$ cat src/rtl/conv_reuse3_sequencer.sv
// Control sequencer for the reuse-3 stride-2 3x3 conv datapath.
// Walks filter/oy/ox/col, issues reads, drives MAC lanes, tags results.
module conv_reuse3_sequencer #(
  parameter int IMG_W    = 18,
  parameter int IMG_H    = 18,
  parameter int STRIDE   = 2,
  parameter int NUM_FILT = 8,
  parameter int ADDR_W   = 10
) (
  input  logic              clock,
  input  logic              reset,
  input  logic              start,
  input  logic              out_ready,
  output logic              rd_en,
  output logic [ADDR_W-1:0] rd_addr,
  output logic              mac_en,
  output logic              mac_clear,
  output logic [1:0]        weight_col,
  output logic [3:0]        index,
  output logic              out_valid,
  output logic [ADDR_W-1:0] out_addr,
  output logic              busy,
  output logic              done
);

  localparam int OW = (IMG_W - 3) / STRIDE + 1;
  localparam int OH = (IMG_H - 3) / STRIDE + 1;

  if ((IMG_W * IMG_H - 1) >= (2 ** ADDR_W) ||
      (NUM_FILT * OW * OH - 1) >= (2 ** ADDR_W) ||
      NUM_FILT > 16) begin : g_bad_params
    $error("conv_reuse3_sequencer: ADDR_W or NUM_FILT out of range");
  end

  localparam logic [ADDR_W-1:0] OW_A  = ADDR_W'(OW);
  localparam logic [ADDR_W-1:0] OH_A  = ADDR_W'(OH);
  localparam logic [ADDR_W-1:0] ST_A  = ADDR_W'(STRIDE);
  localparam logic [ADDR_W-1:0] IW_A  = ADDR_W'(IMG_W);
  localparam logic [ADDR_W-1:0] WPF_A = ADDR_W'(OW * OH);
  localparam logic [3:0]        NF_L  = 4'(NUM_FILT - 1);

  typedef enum logic [1:0] {
    S_IDLE,
    S_RUN,
    S_DRAIN,
    S_DONE
  } state_t;

  state_t state, state_nx;

  logic [1:0]        col;
  logic [ADDR_W-1:0] ox;
  logic [ADDR_W-1:0] oy;
  logic [3:0]        fi;

  logic              v1;
  logic              clr1;
  logic [1:0]        col1;
  logic [3:0]        idx1;
  logic [ADDR_W-1:0] oa1;

  logic              stall;
  logic              last;
  logic [ADDR_W-1:0] win_addr;

  assign stall    = out_valid && !out_ready;
  assign last     = (col == 2'd2) && (ox == OW_A - 1'b1) &&
                    (oy == OH_A - 1'b1) && (fi == NF_L);
  assign rd_en    = (state == S_RUN) && !stall;
  assign rd_addr  = ST_A * oy * IW_A + ST_A * ox + ADDR_W'(col);
  assign win_addr = ADDR_W'(fi) * WPF_A + oy * OW_A + ox;

  assign mac_en     = v1 && !stall;
  assign mac_clear  = mac_en && clr1;
  assign weight_col = col1;
  assign index      = idx1;
  assign busy       = (state != S_IDLE);
  assign done       = (state == S_DONE);

  always_ff @(posedge clock or negedge reset) begin
    if (!reset) state <= S_IDLE;
    else        state <= state_nx;
  end

  always_comb begin
    state_nx = state;
    unique case (state)
      S_IDLE:  if (start) state_nx = S_RUN;
      S_RUN:   if (rd_en && last) state_nx = S_DRAIN;
      S_DRAIN: if (!v1 && out_valid && out_ready) state_nx = S_DONE;
      S_DONE:  state_nx = S_IDLE;
      default: state_nx = S_IDLE;
    endcase
  end

  // Window walk: col fastest, then ox, oy, filter.
  always_ff @(posedge clock or negedge reset) begin
    if (!reset) begin
      col <= '0;
      ox  <= '0;
      oy  <= '0;
      fi  <= '0;
    end else if (state == S_IDLE && start) begin
      col <= '0;
      ox  <= '0;
      oy  <= '0;
      fi  <= '0;
    end else if (rd_en) begin
      if (col == 2'd2) begin
        col <= '0;
        if (ox == OW_A - 1'b1) begin
          ox <= '0;
          if (oy == OH_A - 1'b1) begin
            oy <= '0;
            fi <= (fi == NF_L) ? 4'd0 : fi + 4'd1;
          end else begin
            oy <= oy + 1'b1;
          end
        end else begin
          ox <= ox + 1'b1;
        end
      end else begin
        col <= col + 2'd1;
      end
    end
  end

  // Read -> MAC -> result pipeline; frozen while a result is refused.
  always_ff @(posedge clock or negedge reset) begin
    if (!reset) begin
      v1        <= 1'b0;
      clr1      <= 1'b0;
      col1      <= '0;
      idx1      <= '0;
      oa1       <= '0;
      out_valid <= 1'b0;
      out_addr  <= '0;
    end else if (!stall) begin
      v1 <= rd_en;
      if (rd_en) begin
        col1 <= col;
        clr1 <= (col == 2'd0);
        idx1 <= fi;
        oa1  <= win_addr;
      end
      out_valid <= v1 && (col1 == 2'd2);
      if (v1 && (col1 == 2'd2)) out_addr <= oa1;
    end
  end

endmodule

$ cat config.mk
export PLATFORM = sky130hd
export DESIGN_NAME = conv_reuse3_sequencer
export DESIGN_NICKNAME = d
export VERILOG_FILES = /design/src/rtl/conv_reuse3_sequencer.sv
export SDC_FILE = /design/constraint.sdc
export NUM_CORES = 1
export LEC_CHECK = 0
export BUFFER_PORTS_ARGS = -buffer_cell sky130_fd_sc_hd__buf_2
export CAP_MARGIN = 10
export CORE_MARGIN = 5
export CORE_UTILIZATION = 54
export DETAILED_ROUTE_END_ITERATION = 16
export PLACE_DENSITY = 0.85
export SETUP_SLACK_MARGIN = 0.1
export SLEW_MARGIN = 0
export SYNTH_ARGS = -nofsm -noshare
export SYNTH_HDL_FRONTEND = slang
export SYNTH_SLANG_ARGS = --single-unit
export TNS_END_PERCENT = 5
$ cat constraint.sdc
create_clock -name clock -period 2.75 [get_ports clock]
set_clock_uncertainty 0.15 [all_clocks]
set_input_delay 0.275 -clock clock [delete_from_list [all_inputs] [get_ports clock]]
set_output_delay 0.275 -clock clock [all_outputs]
set_load 0.02 [all_outputs]
==> impl_metrics.py <==
metrics = {
    "global_route": {
        "grt_max_degree": 31,
        "busiest_layer": "met2",
        "grt_first_pass_wirelength_microns": 14900,
        "met1_usage": 0.264,
        "routing_usage_on_met3": 0.0368,
        "grt_usage": 0.222,
        "met2_usage": 0.384,
        "gr-total-overflow": 0,
        "number_of_antenna_violations_at_the_first_check_in_global_routing": 0,
        "first_global_vias": 3099,
    },
    "detailed_routing": {
        "routed_via_density": 6.51,
        "routed_wl_microns": 9320,
        "detail_route.wl_per_cell_microns": 19.2,
        "route.vias.total": 3165,
        "drt_pass1_iterations": 5,
        "detail_route.drc_violations": 0,
        "drt_iter0_markers": 342,
        "final_antenna_net_count": 0,
    },
    "setup_path": {
        "critical_path_class": "reg -> out",
        "timing.critical_path.fanout_max": 2,
        "setup.reg_to_reg.worst_slack_ns": 0.22,
        "setup.worst_path.start_class": "flop",
        "timing.critical_path.required_ns": 2.33,
        "crit_path_end_kind": "primary output",
        "crit-reg2reg-launch": "oy[4]$_DFFE_PN0P_",
        "worstReg2RegEnd": "oa1[9]$_DFFE_PN0P_",
        "cell_depth_of_the_worst_flop_to_flop_path": 8,
        "worst-endpoint-arrival_ns": 2.62,
        "setup.worst_path.start": "oy[1]$_DFFE_PN0P_",
    },
    "timing": {
        "finalMaxSlewViolations": 0,
        "final_setup_violation_count": 3,
        "fmax_ghz": 0.329,
        "setup_repair_after_global_routing_missed_its_margin": "true",
        "worst_slew_pin_slew_ns": 1.06,
        "setup_ws_ns": -0.293,
        "timing_hold_violations_final": 0,
        "finalCriticalPeriod_ns": 3.04,
        "final.period_utilization": 1.11,
        "worst_slew_margin_rel": 0.289,
        "timing.hold.ws_ns": 0.226,
    },
    "pwr": {
        "peakVddDrop_mv": 0.281,
        "intPower_w": 0.00147,
        "power_frac_seq": 0.458,
        "comb_power_share": 0.012,
        "clockPowerShare": 0.529,
        "power_per_cell_area_mw_per_mm2": 417,
        "p_switching_w": 0.000365,
        "switching_share": 0.199,
        "cellLeakagePower_nw": 2.22,
    },
    "finish": {
        "non_filler_cells_final": 486,
        "antenna_cells": 0,
        "final.fill_count": 435,
        "layout.nets": 446,
        "synthToLayoutAreaGrowth_pct": 21.5,
        "multiInputGateArea_sq_mm": 0.00221,
        "drive_gt1_frac": 0.284,
        "final-seq-area_sq_mm": 0.00143,
    },
    "die": {
        "die_width_microns": 91.8,
        "io_pins": 36,
        "num_rows": 29,
        "die_h_microns": 91.8,
        "floorplan.initialDensity": 0.563,
        "coreArea_sq_mm": 0.00642,
        "die_area_sq_mm": 0.00843,
    },
    "synth": {
        "syn_avg_cell_area_sq_um": 10.3,
        "synth.top_cell.area_share": 0.394,
        "synth_most_common_cell": "dfrtp_1",
        "post_synth_main_area_contributors": "dfrtp_1 39%, ha_1 11%, mux2_2 6.5%",
        "synth.lib_cells_used.distinct": 52,
        "synthesis.instances": 351,
        "synthesis.area_sq_mm": 0.00362,
        "ys_dominant_reg_cell": "dfrtp_1",
        "postSynth.asyncResetShare": 1.00,
        "yosysWarningCount": 0,
        "synth_common_cells": "57 x dfrtp_1, 31 x ha_1, 31 x nand2_1",
        "syn-num-nets": 392,
        "edff_count_synth": 0,
        "number_of_synthesized_register_bits": 57,
        "proportion_of_synthesized_chip_area_in_sequential_cells": 0.394,
        "most_area_hungry_cell_type_in_the_yosys_netlist": "dfrtp_1",
    },
    "clock_tree": {
        "clock_tree.root_cell": "clkbuf_8",
        "clk_latency_ns": 0.35,
        "cts-htree-levels": 3,
        "clock_slew_at_the_register_clock_pins_of_the_worst_setup_and_hold_paths_ns": 0.07,
        "clkSinkCount": 57,
        "cts-buffers-inserted": 9,
        "cts_buffer_depth": 2,
        "tritoncts": "yes",
    },
    "min_path": {
        "hold_depth": 3,
        "hold_path_startpoint": "out_ready",
        "worstHoldEndpoint": "out_valid$_DFFE_PN0N_",
        "worst_hold_path_type": "in -> reg",
    },
    "outcome": {
        "failing_checks": "setup timing",
        "status": "finished with violations",
    },
    "placement": {
        "placedCellCount": 468,
        "numPortBuffers": 35,
        "globalplace.congestion": 0.839,
        "hpwl_microns": 6240,
        "preCtsSetupSlack_ns": -0.173,
    },
    "run": {
        "cap_violations": 0,
    },
}
-- worst max-delay path, cell delays in order (launching register included) --
cell	delay, ns
dfrtp_1	0.41
ha_4	0.29
ha_4	0.14
fa_2	0.46
ha_4	0.30
o21ai_2	0.05
nand2b_1	0.12
buf_4	0.14
nand3_4	0.07
xnor2_2	0.14
buf_4	0.16
-- through the flow --
stage | power [W] | instance area (sq um) | util | TNS, ns
after floorplan | 0.000854 | 3630 | - | 0
after global placement | 0.000877 | 4000 | 0.623 | -0.0511
after detailed placement | 0.000877 | 4000 | 0.623 | -0.270
after CTS | 0.00184 | 4310 | 0.672 | -0.897
after global routing | 0.00189 | 4390 | 0.684 | -0.822
final | 0.00183 | 4390 | 0.684 | -0.671
-- flip-flops by register name, indices dropped and copies added, names as in the netlist --
register / flops
clr1: 1
col: 2
fi: 4
index: 4
oa1: 10
out_addr: 10
out_valid: 1
ox: 10
oy: 10
state: 2
v1: 1
weight_col: 2
-- metal layers --
metal  part of all wire  wire length [microns]
met5                  0                      0
met4              0.046                    427
met3              0.060                    561
met2               0.51                   4730
met1               0.39                   3600
-- power by group through the flow --
stage / sequential (W) / clock (W) / combinational (W)
3_3_place_gp: 0.000854 / 0 / 0.0000225
4_1_cts: 0.000838 / 0.000977 / 0.0000242
6_report: 0.000838 / 0.000968 / 0.0000229
5_1_grt: 0.000838 / 0.00102 / 0.0000273
2_1_floorplan: 0.000854 / 0 / 0.000000221
3_5_place_dp: 0.000854 / 0 / 0.0000235
-- cell type report --
type | instances | area share
tap | 77 | 0.0219
sequential | 57 | 0.325
clock buffer | 10 | 0.0313
timing repair buffer | 58 | 0.0843
multi-input combinational | 266 | 0.503
inverter | 13 | 0.0111
clock inverter | 5 | 0.0236
-- worst max path at each step --
stage,depth (start not counted),slack (ns),end
6_report,10,-0.29,rd_addr[8]
5_1_grt,10,-0.33,rd_addr[8]
4_1_cts,9,-0.39,rd_addr[9]
3_5_place_dp,9,-0.17,rd_addr[9]
3_3_place_gp,9,-0.05,rd_addr[9]
2_1_floorplan,8,0.03,rd_addr[9]
-- layout by cell type (no fill, tap or decap), types with 10 or more instances in the layout --
| master | synthesis | final |
|---|---|---|
| dfrtp_1 | 57 | 56 |
| a21oi_1 | 21 | 21 |
| o21ai_0 | 17 | 12 |
| clkbuf_8 | 0 | 10 |
| mux2_2 | 21 | 21 |
| ha_1 | 31 | 28 |
| inv_1 | 13 | 13 |
| buf_2 | 4 | 32 |
| nand3_1 | 12 | 11 |
| buf_4 | 1 | 24 |
| nand2_1 | 31 | 31 |
| xnor2_1 | 12 | 10 |
-- cells by family after synthesis --
kind of cell | synth area share
adders and majority gates | 0.140
and+or+nand+nor | 0.169
buffers and inverters | 0.0315
AOI/OAI and AO/OA | 0.142
xor gates and xnor gates | 0.0412
DFF | 0.394
muxes | 0.0820
-- timing repair --
action                     4_1_cts  5_1_grt
setup buffers                    2        0
hold buffers                     1        0
setup endpoints to repair        3        5
resized for setup               13       16
hold endpoints to repair        27        0
pin swaps                        7        7
Note: power is estimated with default switching activity, not from simulation.
